**config.mk**
```make
export PLATFORM = sky130hd
export DESIGN_NAME = redmule_feedback_buffer
export DESIGN_NICKNAME = d
export VERILOG_FILES = /design/src/rtl/redmule_feedback_buffer_pkg.sv /design/src/rtl/redmule_fb_slots.sv /design/src/rtl/redmule_feedback_buffer.sv
export SDC_FILE = /design/constraint.sdc
export NUM_CORES = 1
export LEC_CHECK = 0
export ABC_CLOCK_PERIOD_IN_PS = 3800
export CORE_UTILIZATION = 57
export DETAILED_ROUTE_END_ITERATION = 10
export HOLD_SLACK_MARGIN = 0.15
export PLACE_DENSITY = 0.95
export SLEW_MARGIN = 20
export SYNTH_ARGS = -nofsm -noshare
export SYNTH_HDL_FRONTEND = slang
export SYNTH_HIERARCHICAL = 1
export SYNTH_SLANG_ARGS = --single-unit
```
**constraint.sdc**
```tcl
create_clock -name clk_i -period 3.8 [get_ports clk_i]
set_clock_uncertainty 0.05 [all_clocks]
set_input_delay 0.57 -clock clk_i [delete_from_list [all_inputs] [get_ports clk_i]]
set_output_delay 0.57 -clock clk_i [all_outputs]
set_load 0.01 [all_outputs]
```
**src/rtl/redmule_feedback_buffer_pkg.sv**
```systemverilog
// Shared types for the RedMulE feedback buffer: FSM state encoding and the
// bundled control inputs that drive it.
package redmule_feedback_buffer_pkg;

    // Width at which k_iters travels inside fb_ctrl_t; KCntW must not exceed it.
    localparam int FB_KCNT_W = 16;

    typedef enum logic [1:0] {
        FB_IDLE  = 2'd0,
        FB_LOAD  = 2'd1,
        FB_ACCUM = 2'd2,
        FB_DRAIN = 2'd3
    } fb_state_e;

    typedef struct packed {
        logic                 start;
        logic                 clear;
        logic [FB_KCNT_W-1:0] k_iters;
        logic                 y_zero;
    } fb_ctrl_t;

endpackage

```
**src/rtl/redmule_fb_slots.sv**
```systemverilog
// Slot register file for the feedback buffer: Depth vectors, one write port,
// one combinational read port, and a per-slot full flag.
module redmule_fb_slots #(
    parameter int Width = 8,
    parameter int BITW  = 16,
    parameter int Depth = 4,
    parameter int PtrW  = 2
) (
    input  logic                    clk_i,
    input  logic                    rst_ni,
    input  logic                    i_we,
    input  logic [PtrW-1:0]         i_waddr,
    input  logic [Width*BITW-1:0]   i_wdata,
    input  logic                    i_clr_all,
    input  logic                    i_clr_en,
    input  logic [PtrW-1:0]         i_clr_idx,
    input  logic [PtrW-1:0]         i_raddr,
    output logic [Width*BITW-1:0]   o_rdata,
    output logic [Depth-1:0]        o_full
);

    logic [Width*BITW-1:0] r_mem [Depth];
    logic [Depth-1:0]      r_full;

    // Slot data: written verbatim, never cleared except by reset.
    always_ff @(posedge clk_i or negedge rst_ni) begin
        if (!rst_ni) begin
            for (int i = 0; i < Depth; i++) r_mem[i] <= '0;
        end else if (i_we) begin
            r_mem[i_waddr] <= i_wdata;
        end
    end

    // Full flags: bulk clear wins, then a write sets, then an issue clears.
    always_ff @(posedge clk_i or negedge rst_ni) begin
        if (!rst_ni) begin
            r_full <= '0;
        end else begin
            for (int i = 0; i < Depth; i++) begin
                if (i_clr_all) begin
                    r_full[i] <= 1'b0;
                end else if (i_we && i_waddr == PtrW'(i)) begin
                    r_full[i] <= 1'b1;
                end else if (i_clr_en && i_clr_idx == PtrW'(i)) begin
                    r_full[i] <= 1'b0;
                end
            end
        end
    end

    assign o_rdata = r_mem[i_raddr];
    assign o_full  = r_full;

endmodule

```
**src/rtl/redmule_feedback_buffer.sv**
```systemverilog
// Multi-slot partial-result store between the FMA rows and the streamer.
// Loads bias vectors, recirculates Depth interleaved tiles for k_iters passes,
// then drains the final vectors.
//
//   state    | meaning
//   ---------+-----------------------------------------------------------
//   FB_IDLE  | waiting for start; slot data still readable
//   FB_LOAD  | writing bias (or zero) into slots 0..Depth-1
//   FB_ACCUM | issuing slots to the rows and absorbing returned results
//   FB_DRAIN | streaming slots 0..Depth-1 out on z, then done pulse
module redmule_feedback_buffer
    import redmule_feedback_buffer_pkg::*;
#(
    parameter int Width = 8,
    parameter int BITW  = 16,
    parameter int Depth = 4,
    parameter int KCntW = FB_KCNT_W,
    localparam int PtrW  = (Depth > 1) ? $clog2(Depth) : 1,
    localparam int DataW = Width * BITW
) (
    input  logic             clk_i,
    input  logic             rst_ni,
    input  logic             clear_i,
    input  logic             start_i,
    input  logic [KCntW-1:0] k_iters_i,
    input  logic             y_zero_i,
    input  logic             y_valid_i,
    output logic             y_ready_o,
    input  logic [DataW-1:0] y_bias_i,
    output logic             fb_valid_o,
    input  logic             fb_ready_i,
    output logic [DataW-1:0] feedback_o,
    output logic [PtrW-1:0]  fb_slot_o,
    input  logic             res_valid_i,
    input  logic [DataW-1:0] result_i,
    output logic             z_valid_o,
    input  logic             z_ready_i,
    output logic [DataW-1:0] z_output_o,
    output logic             busy_o,
    output logic             done_o,
    output logic             err_o
);

    // Wide enough that k_iters*Depth never wraps.
    localparam int CntW = KCntW + PtrW;
    localparam logic [PtrW-1:0] LastSlot = PtrW'(Depth - 1);

    fb_ctrl_t         w_ctrl;
    fb_state_e        r_state, w_state_nxt;
    logic [KCntW-1:0] r_k_iters, r_pass_cnt;
    logic             r_y_zero, r_err, r_done;
    logic [PtrW-1:0]  r_wr_ptr, r_rd_ptr, r_ret_ptr;
    logic [CntW-1:0]  r_issued, r_returned, w_total;
    logic             w_y_ready, w_fb_valid, w_z_valid, w_load_we;
    logic             w_fb_hs, w_z_hs, w_res_ok, w_res_bad;
    logic             w_slot_we, w_clr_all;
    logic [PtrW-1:0]  w_waddr;
    logic [DataW-1:0] w_wdata, w_rdata;
    logic [Depth-1:0] w_full;

    function automatic logic [PtrW-1:0] ptr_inc(input logic [PtrW-1:0] p);
        return (p == LastSlot) ? '0 : p + PtrW'(1);
    endfunction

    assign w_ctrl = '{start: start_i, clear: clear_i,
                      k_iters: FB_KCNT_W'(k_iters_i), y_zero: y_zero_i};

    assign w_total = CntW'(r_k_iters) * CntW'(Depth);

    // Next-state decode and valid/ready generation from registered state only.
    always_comb begin
        w_state_nxt = r_state;
        w_y_ready   = 1'b0;
        w_fb_valid  = 1'b0;
        w_z_valid   = 1'b0;
        w_load_we   = 1'b0;
        case (r_state)
            FB_IDLE: begin
                if (w_ctrl.start) w_state_nxt = FB_LOAD;
            end
            FB_LOAD: begin
                w_y_ready = ~r_y_zero;
                w_load_we = r_y_zero | y_valid_i;
                if (w_load_we && r_wr_ptr == LastSlot)
                    w_state_nxt = (r_k_iters == '0) ? FB_DRAIN : FB_ACCUM;
            end
            FB_ACCUM: begin
                w_fb_valid = w_full[r_rd_ptr] && (r_issued < w_total);
                if (r_pass_cnt == r_k_iters) w_state_nxt = FB_DRAIN;
            end
            FB_DRAIN: begin
                w_z_valid = 1'b1;
                if (z_ready_i && r_rd_ptr == LastSlot) w_state_nxt = FB_IDLE;
            end
            default: w_state_nxt = FB_IDLE;
        endcase
        if (w_ctrl.clear) w_state_nxt = FB_IDLE;
    end

    assign w_fb_hs   = w_fb_valid & fb_ready_i;
    assign w_z_hs    = w_z_valid & z_ready_i;
    // A result is only legal in ACCUM with something outstanding; anything else is dropped.
    assign w_res_ok  = res_valid_i && (r_state == FB_ACCUM) && (r_issued != r_returned);
    assign w_res_bad = res_valid_i & ~w_res_ok;

    assign w_slot_we = ~w_ctrl.clear & (w_load_we | w_res_ok);
    assign w_waddr   = (r_state == FB_LOAD) ? r_wr_ptr : r_ret_ptr;
    assign w_wdata   = (r_state == FB_LOAD) ? (r_y_zero ? '0 : y_bias_i) : result_i;
    assign w_clr_all = w_ctrl.clear | ((r_state == FB_IDLE) & w_ctrl.start);

    redmule_fb_slots #(
        .Width (Width),
        .BITW  (BITW),
        .Depth (Depth),
        .PtrW  (PtrW)
    ) u_slots (
        .clk_i     (clk_i),
        .rst_ni    (rst_ni),
        .i_we      (w_slot_we),
        .i_waddr   (w_waddr),
        .i_wdata   (w_wdata),
        .i_clr_all (w_clr_all),
        .i_clr_en  (w_fb_hs & ~w_ctrl.clear),
        .i_clr_idx (r_rd_ptr),
        .i_raddr   (r_rd_ptr),
        .o_rdata   (w_rdata),
        .o_full    (w_full)
    );

    // State register.
    always_ff @(posedge clk_i or negedge rst_ni) begin
        if (!rst_ni) r_state <= FB_IDLE;
        else         r_state <= w_state_nxt;
    end

    // Job configuration, pointers, counters, done pulse and sticky error.
    always_ff @(posedge clk_i or negedge rst_ni) begin
        if (!rst_ni) begin
            r_k_iters  <= '0;
            r_y_zero   <= 1'b0;
            r_wr_ptr   <= '0;
            r_rd_ptr   <= '0;
            r_ret_ptr  <= '0;
            r_issued   <= '0;
            r_returned <= '0;
            r_pass_cnt <= '0;
            r_err      <= 1'b0;
            r_done     <= 1'b0;
        end else if (w_ctrl.clear) begin
            r_wr_ptr   <= '0;
            r_rd_ptr   <= '0;
            r_ret_ptr  <= '0;
            r_issued   <= '0;
            r_returned <= '0;
            r_pass_cnt <= '0;
            r_err      <= 1'b0;
            r_done     <= 1'b0;
        end else begin
            r_done <= 1'b0;
            if (w_res_bad) r_err <= 1'b1;
            case (r_state)
                FB_IDLE: begin
                    if (w_ctrl.start) begin
                        r_k_iters  <= KCntW'(w_ctrl.k_iters);
                        r_y_zero   <= w_ctrl.y_zero;
                        r_wr_ptr   <= '0;
                        r_rd_ptr   <= '0;
                        r_ret_ptr  <= '0;
                        r_issued   <= '0;
                        r_returned <= '0;
                        r_pass_cnt <= '0;
                    end
                end
                FB_LOAD: begin
                    if (w_load_we) r_wr_ptr <= ptr_inc(r_wr_ptr);
                end
                FB_ACCUM: begin
                    if (w_fb_hs) begin
                        r_rd_ptr <= ptr_inc(r_rd_ptr);
                        r_issued <= r_issued + CntW'(1);
                    end
                    if (w_res_ok) begin
                        r_ret_ptr  <= ptr_inc(r_ret_ptr);
                        r_returned <= r_returned + CntW'(1);
                        if (r_ret_ptr == LastSlot) r_pass_cnt <= r_pass_cnt + KCntW'(1);
                    end
                end
                FB_DRAIN: begin
                    if (w_z_hs) begin
                        r_rd_ptr <= ptr_inc(r_rd_ptr);
                        if (r_rd_ptr == LastSlot) r_done <= 1'b1;
                    end
                end
                default: ;
            endcase
        end
    end

    assign y_ready_o  = w_y_ready;
    assign fb_valid_o = w_fb_valid;
    assign z_valid_o  = w_z_valid;
    assign feedback_o = w_rdata;
    assign z_output_o = w_rdata;
    assign fb_slot_o  = r_rd_ptr;
    assign busy_o     = (r_state != FB_IDLE);
    assign done_o     = r_done;
    assign err_o      = r_err;

endmodule

```
## Word level (Yosys, flattened, before mapping)

Cells that the tools add are included.

- Register bits after elaboration: 595
- Input bits: 281
- Output and inout port bits: 264
- Logic and storage cells: 166

- Add/subtract/negate cells: 6
- Order comparisons: 5
- Equality and inequality tests: 22
- Mux-type cells: 66
- Bitwise operators: 14
- Reduce and logical (&&, ||, !) cells: 34

Operator list:

| operator | number |
|---|---|
| 128-bit 2-to-1 mux | 5 |
| 512-bit bitwise mux | 1 |
| 128-bit binary-select mux with 2-bit select | 1 |
| 128-bit demux with 2-bit select | 1 |
| 18-bit 2-to-1 mux | 5 |
| 18-bit one-hot mux with 2 select lines | 2 |
| 16-bit 2-to-1 mux | 4 |
| 18-bit by 1-bit adder with 18-bit output, second input constant | 2 |
| 2-bit 2-to-1 mux | 17 |
| 16-bit one-hot mux with 2 select lines | 1 |
| 1-bit 2-to-1 mux | 24 |
| 3-bit inequality test, second input constant | 8 |
| 18-bit < comparator | 1 |
| 18-bit inequality test | 1 |
| 3-bit nonzero test | 6 |
| 16-bit by 1-bit adder with 16-bit output, second input constant | 1 |
| 16-bit == test | 1 |
| 2-bit == test, second input constant | 8 |
| 16-bit zero test | 1 |
| 1-bit logical AND | 14 |
| 3-bit AND reduction | 4 |
| 4-bit AND reduction | 3 |
| 2-bit one-hot mux with 2 select lines | 2 |
| 2-bit one-hot mux with 4 select lines | 1 |
| 15 further kinds | 33 |

## Logic depth before layout (Yosys ltp)

Gate-level depths: netlist (run 1).

- Depth after elaboration: 10
- Gate-level depth with buffers: 11
- Depth with buffers taken out: 10

## Cells and area by module

Netlist (run 1), hierarchy kept.

By module, submodules not included:

| module | times used | cells an instance | area each (sq um) | seq. area each (sq um) |
|---|---|---|---|---|
| redmule_fb_slots | 1 | 1257 | 22237.6 | 12912.4 |
| redmule_feedback_buffer | 1 | 1080 | 7757.4 | 1976.9 |

## Worst setup path before layout (run 1)

No wires, ideal clock.

- Path kind: register to register
- From: reg r_issued[2]
- To: reg u_slots/r_mem[118] (netlist bit)
- Library setup time: 0.125 ns
- Arrival time: 2.378 ns
- Required time: 3.625 ns
- Path slack: 1.247 ns
- Stages on the path, launching flop included: 12
- Buffers on the path: 3
- Period minus slack after synthesis: 2.553 ns
- Cell sequence: dfrtp_1 buf_2 xor2_1 nor4_1 nand3_1 or2_4 nand3_1 a21oi_1 nand3_1 buf_2 buf_2 mux2_2

- Word-level cells in the longest chain between the ends: 4

RTL lines:

| item | RTL line | source |
|---|---|---|
| start: declaration | redmule_feedback_buffer.sv:53 | `logic [CntW-1:0] r_issued, r_returned, w_total;` |
| start signal: assignment | redmule_feedback_buffer.sv:180 | `r_issued <= r_issued + CntW'(1);` |
| 18-bit inequality test | redmule_feedback_buffer.sv:103 | `assign w_res_ok = res_valid_i && (r_state == FB_ACCUM) && (r_issued != r_returned);` |
| 1-bit logical AND | redmule_feedback_buffer.sv:103 |  |
| 1-bit OR | redmule_feedback_buffer.sv:106 | `assign w_slot_we = ~w_ctrl.clear & (w_load_we \| w_res_ok);` |
| 1-bit AND | redmule_feedback_buffer.sv:106 |  |
| net w_slot_we | redmule_feedback_buffer.sv:56 | `logic w_slot_we, w_clr_all;` |
| end signal: indexed assignment | redmule_fb_slots.sv:30 | `r_mem[i_waddr] <= i_wdata;` |
| end: declaration | redmule_fb_slots.sv:22 | `logic [Width*BITW-1:0] r_mem [Depth];` |

The timed path passes the listed nets, and every way through them passes these cells.
A chain may end at the register's enable or synchronous reset.

## Worst setup path in the final report (run 1)

- From: reg r_issued[11]
- To: out fb_valid_o

- Word-level cells in the longest chain between the ends: 3

RTL lines:

| item | RTL line | source |
|---|---|---|
| 18-bit < comparator | redmule_feedback_buffer.sv:88 | `w_fb_valid = w_full[r_rd_ptr] && (r_issued < w_total);` |
| 1-bit logical AND | redmule_feedback_buffer.sv:88 |  |
| 1-bit 2-to-1 mux | redmule_feedback_buffer.sv:77 | `case (r_state)` |
| end: declaration | redmule_feedback_buffer.sv:30 | `output logic fb_valid_o,` |

Every way passes these cells.

==> results of run 1 <==
-- cell usage after synthesis, drive strengths merged, types with 3 or more instances --
master | number | area, um2
or4 | 3 | 22.5
or2 | 5 | 33.8
buf | 224 | 1590
nand3b | 4 | 30.0
mux4 | 129 | 2910
a22o | 9 | 78.8
and3 | 8 | 50.1
a211oi | 11 | 82.6
xnor2 | 32 | 280
clkbuf | 39 | 146
nor4 | 14 | 87.6
nand2b | 22 | 138
o31ai | 14 | 105
inv | 156 | 586
a21o | 15 | 113
a21oi | 26 | 160
o2bb2ai | 4 | 35.0
o21ai | 150 | 766
nand2 | 174 | 653
ha | 26 | 325
o22ai | 4 | 25.0
nor3 | 7 | 35.0
nand3 | 26 | 130
mux2 | 531 | 5980
nor3b | 3 | 32.5
or3 | 11 | 68.8
o41ai | 6 | 52.6
mux2i | 7 | 70.1
xor2 | 16 | 140
a211o | 3 | 26.3
nand4 | 15 | 93.8
nor2 | 30 | 113
dfrtp | 595 | 14900
-- logic make-up after synthesis --
family          after synthesis  synth area share [%]
compound gates              249                  5.00
buf+inv                     419                  7.75
simple gates                333                  5.26
mux                         667                  29.9
fa+ha+maj                    26                  1.08
xor+xnor                     48                  1.40
flops                       595                  49.6
-- worst max-delay path: stages (launching register included) --
cell and delay, ns:
dfrtp_1 0.48, ha_1 0.33, a21o_1 0.17, a31oi_2 0.29, o211a_1 0.21, o41ai_1 0.15
a21boi_1 0.25, clkdlybuf4s50_1 0.59
-- cell type report --
| type | instances | share of cell area (%) |
|---|---|---|
| multi-input combinational | 1323 | 34.5 |
| clock inverter | 18 | 0.697 |
| clock buffer | 85 | 4.67 |
| tap | 680 | 2.29 |
| sequential | 595 | 40.1 |
| timing repair buffer | 588 | 16.1 |
| antenna | 2 | 0.0135 |
| inverter | 156 | 1.58 |
-- power groups by stage --
| stage | clock network [mW] | logic, mW | registers [mW] |
|---|---|---|---|
| 6_report | 5.99 | 9.59 | 8.42 |
| 5_1_grt | 6.31 | 10.1 | 8.53 |
| 4_1_cts | 6.07 | 9.58 | 8.39 |
| 3_5_place_dp | 0 | 9.43 | 8.46 |
| 3_3_place_gp | 0 | 9.07 | 8.28 |
| 2_1_floorplan | 0 | 5.83 | 8.11 |
-- sequential cells by signal, summed over array words and instances (netlist names), 4 cells and up --
name	count
r_pass_cnt	16
r_k_iters	16
r_returned	18
r_issued	18
u_slots/o_full	4
u_slots/r_mem	512
-- layer usage --
layer | vias to the layer above | wire, um | global-route usage, %
met5 | - | 0 | 0
li1 | 8934 | - | -
met3 | 208 | 5980 | 4.87
met4 | 0 | 3770 | 15.1
met2 | 1072 | 41100 | 52.6
met1 | 10700 | 29400 | 35.8
-- worst max-delay path by stage --
stage / startpoint / end / slack [ns]
3_5_place_dp: start_i / r_pass_cnt[7] / 0.45
6_report: r_issued[11] / fb_valid_o / 0.09
2_1_floorplan: r_issued[2] / u_slots/r_mem[118] / 1.25
4_1_cts: r_issued[11] / fb_valid_o / 0.06
3_3_place_gp: start_i / r_pass_cnt[5] / 0.57
5_1_grt: r_k_iters[9] / fb_valid_o / 0.04
-- metrics by stage --
step	std cells	hold slack [ns]
finish	3447	0.451
global route	3447	0.459
CTS	3445	0.451
detailed placement	3341	0.438
global placement	3341	0.431
floorplan	2337	0.224
-- what timing repair did --
item	CTS	global route
setup endpoints to repair	1	1
buffers inserted	0	0
pin swaps	0	0
endpoints found under the hold margin	78	0
gates cloned	0	0
hold buffers	1	0
resized for setup	1	1
==> impl_metrics.ini, run 1 <==
[run_status]
outcome = finished, final reports clean

[sta]
tns_ns = 0
worstMarginPinSlew_ns = 1.08
hold_viol = 0
period_needed_ns = 3.71
setup_viol = 0
relSlewSlack_pct = 27.9
max_freq_ghz = 0.269
slew_viol_final = 0
fin_crit_sh_pct = 97.7
rsz0062_at_grt = false
setup_slack_ns = 0.0881

[place]
dp_hpwl_mm = 53.8
gp_congestion = 0.911
io_buffers = 544
placed_area_um2 = 35100
dp_slack_ns = 0.446

[floorplanning]
die-height_um = 231
rows = 83
ios = 545
coreArea_um2 = 51600
initial_core_util_pct = 58.1
die_w_um = 231
die_area_um2 = 53500

[synthesis]
syn_area_um2 = 30000
seq_area_frac_synth_pct = 49.6
ys.flop_type = dfrtp_1
synth-edff-count = 0
yosysWarnings = 6
ys_types = 54
syn_inst = 2337
ys_seq_elements = 595
avgSynthCellArea_um2 = 12.8
async_reset_ff_share_pct = 100
synth_nets = 2644

[drt]
avgViaCountPerCell = 6.07
wl_per_cell_um = 23.3
drc = 0
finalWirelength_mm = 80.3
drtIter0Drc = 1821
first_pass_iters = 8
num_vias = 20900
ant_nets = 0

[setup_path]
r2r_slack_ns = 0.49
worstPathRequired_ns = 3.18
critPathKind = reg -> out
cp.arrival_ns = 3.09
reg2reg_to = r_pass_cnt[7]
rr_startpoint = r_state[0]
critPathMaxFanout = 6
rr_worst_depth = 9
end_kind = primary output
cp-start-kind = flop

[clock_tree]
cts_buffers = 59
clk_latency_ns = 0.62
cts_buffer_depth = 3
cts_tree = built
cts-root-buf = clkbuf_16
cts_sinks = 595
cts.clk_slew.worst_paths_ns = 0.07
htreeDepth = 2

[grt]
grt_usage_pct = 30.0
grt_antenna_before_repair = 2
grt_pass1_vias = 22600
grt_max_degree = 89
grt_remaining_overflow = 0
grt_pass1_wl_mm = 124

[worst_hold_path]
hold_start = u_slots/r_mem[248]
holdPathStages = 1
hold_path.class = reg -> reg
hold_end = u_slots/r_mem[248]

[job]
cap_viol_max_count = 0

[finish]
post-route-util_pct = 72.0
mostFrequentLayoutCell = dfrtp_1
fillers = 2997
register_area_um2 = 14900
nets = 3030
multi_input_comb_area_um2 = 12800
mostFrequentLayoutCells = 593 x dfrtp_1, 543 x clkdlybuf4s50_1, 531 x mux2_2, 174 x nand2_1, 156 x inv_1
drive_gt1_share_pct = 29.6
fin_area_um2 = 37200
syn2layout_area_growth_pct = 23.9

[power]
ir_drop_mv = 0.543
p_clk_share_pct = 24.9
power_frac_seq_pct = 35.1
finalPower_mw = 24.0
p_per_area_nw_per_um2 = 646
switching_share_pct = 32.5
pwr-share-comb_pct = 40.0
switchingPower_mw = 7.80
p_int_mw = 16.2
p_leak_nw = 16.9
Power figures use the tool's default switching activity.
==> run 2, diff against run 1 <==
CTS_CLUSTER_DIAMETER = 50   (was default)
==> impl_metrics.ini, run 2 (synthesis gave the netlist of run 1 again) <==
[sta]
setup_viol = 0
fin_crit_sh_pct = 96.0
max_freq_ghz = 0.274
setup_slack_ns = 0.150
tns_ns = 0
rsz0062_at_grt = false
worstMarginPinSlew_ns = 1.13
slew_viol_final = 0
hold_viol = 0
relSlewSlack_pct = 23.6
period_needed_ns = 3.65

[power]
finalPower_mw = 24.0
ir_drop_mv = 0.480
p_leak_nw = 16.9
p_per_area_nw_per_um2 = 645

[finish]
largest_reg_flops = 512
mostFrequentLayoutCell = dfrtp_1
drive_gt1_share_pct = 29.8
post-route-util_pct = 72.1
syn2layout_area_growth_pct = 24.0
reg_top3 = u_slots/r_mem (512), r_issued (18), r_returned (18)
regMostFlops = u_slots/r_mem
fin_cells = 3452
fillers = 3009
nets = 3031
mostFrequentLayoutCells = 593 x dfrtp_1, 543 x clkdlybuf4s50_1, 531 x mux2_2, 174 x nand2_1, 156 x inv_1

[setup_path]
crit_chain = inv_1, ha_1, a21o_1, a31oi_2, o211a_1, o41ai_1, a21boi_1, clkdlybuf4s50_1
rr_startpoint = r_returned[2]
cp-start-kind = flop
startpoint = r_k_iters[9]
reg2reg_to = u_slots/r_mem[28]
slowest_stage = clkdlybuf4s50_1
slowest_delay_ns = 0.59
critPathKind = reg -> out
critPathMaxFanout = 4
path_buf_inv = 2
worstPathRequired_ns = 3.18
r2r_slack_ns = 0.53
cp.arrival_ns = 3.03
cp_top_family = compound AO/OA/AOI/OAI gates
rr_worst_depth = 9
end_kind = primary output

[floorplanning]
die_area_um2 = 53500
die_w_um = 231
rows = 83
die-height_um = 231
coreArea_um2 = 51600
initial_core_util_pct = 58.1
ios = 545

[worst_hold_path]
holdPathStages = 1
hold_start = u_slots/r_mem[248]
hold_end = u_slots/r_mem[248]
hold_path.class = reg -> reg

[grt]
grt_pass1_vias = 22300
grt_max_degree = 89
grt_usage_pct = 29.7
grt_pass1_wl_mm = 123
grt_antenna_before_repair = 1
grt_remaining_overflow = 0

[clock_tree]
clk_latency_ns = 0.61
cts_buffer_depth = 3
cts.clk_slew.worst_paths_ns = 0.06
postCtsSetupBuffers = 0
cts_buffers = 60
cts-root-buf = clkbuf_16
cts_sinks = 595
htreeDepth = 2
cts_tree = built

[drt]
ant_nets = 0
first_pass_iters = 5
drc = 0
avgViaCountPerCell = 6.04
wl_per_cell_um = 23.0
drtIter0Drc = 1542
finalWirelength_mm = 79.5
num_vias = 20800

[place]
dp_hpwl_mm = 53.8
dp.cells = 3341
dp_slack_ns = 0.446
io_buffers = 544
gp_congestion = 0.911

[run_status]
outcome = finished, final reports clean

[job]
cap_viol_max_count = 0
## run 2: layout make-up
class / instances / area, um2 / share of cell area (%)
repair buffers: 588 / 6000 / 16.1
flip-flops and latches: 595 / 14900 / 40.1
inverters: 156 / 586 / 1.57
clock inverters: 24 / 285 / 0.767
clock buffers: 85 / 1750 / 4.70
multi-input cells: 1323 / 12800 / 34.5
diodes: 1 / 2.50 / 0.00673
well taps: 680 / 851 / 2.29
## run 2: metal layers
layer	up-vias	share of wire (%)	global-route usage, %
met5	-	0	0
met3	197	7.2	5.30
met2	977	52	52.2
met1	10700	37	35.5
li1	8943	-	-
met4	0	4.2	13.8
## run 2: how the worst max path moves through the flow
stage                               to  slack, ns  cells past startpoint
floorplan           u_slots/r_mem[118]       1.25                     11
global placement         r_pass_cnt[5]       0.57                      8
detailed placement       r_pass_cnt[7]       0.45                      8
CTS                         fb_valid_o      0.003                      7
global route                fb_valid_o       0.04                      8
finish                      fb_valid_o       0.15                      8
## run 2: repair_timing
item                       4_1_cts  5_1_grt
hold buffers                     1        0
resized for setup                0        2
setup endpoints to repair        0        1
hold endpoints to repair        78        0
## run 2: power breakdown
part | switching, mW | leakage, nW | internal (mW)
Sequential | 0.830 | 7.99 | 7.57
Combinational | 4.50 | 7.94 | 5.07
Clock | 2.48 | 1.01 | 3.55
## run 2: per-stage QoR
| step | hold WS (ns) | instance area (um2) |
|---|---|---|
| floorplan | 0.224 | 30000 |
| global placement | 0.431 | 35100 |
| detailed placement | 0.438 | 35100 |
| CTS | 0.452 | 37200 |
| global route | 0.462 | 37200 |
| finish | 0.450 | 37200 |
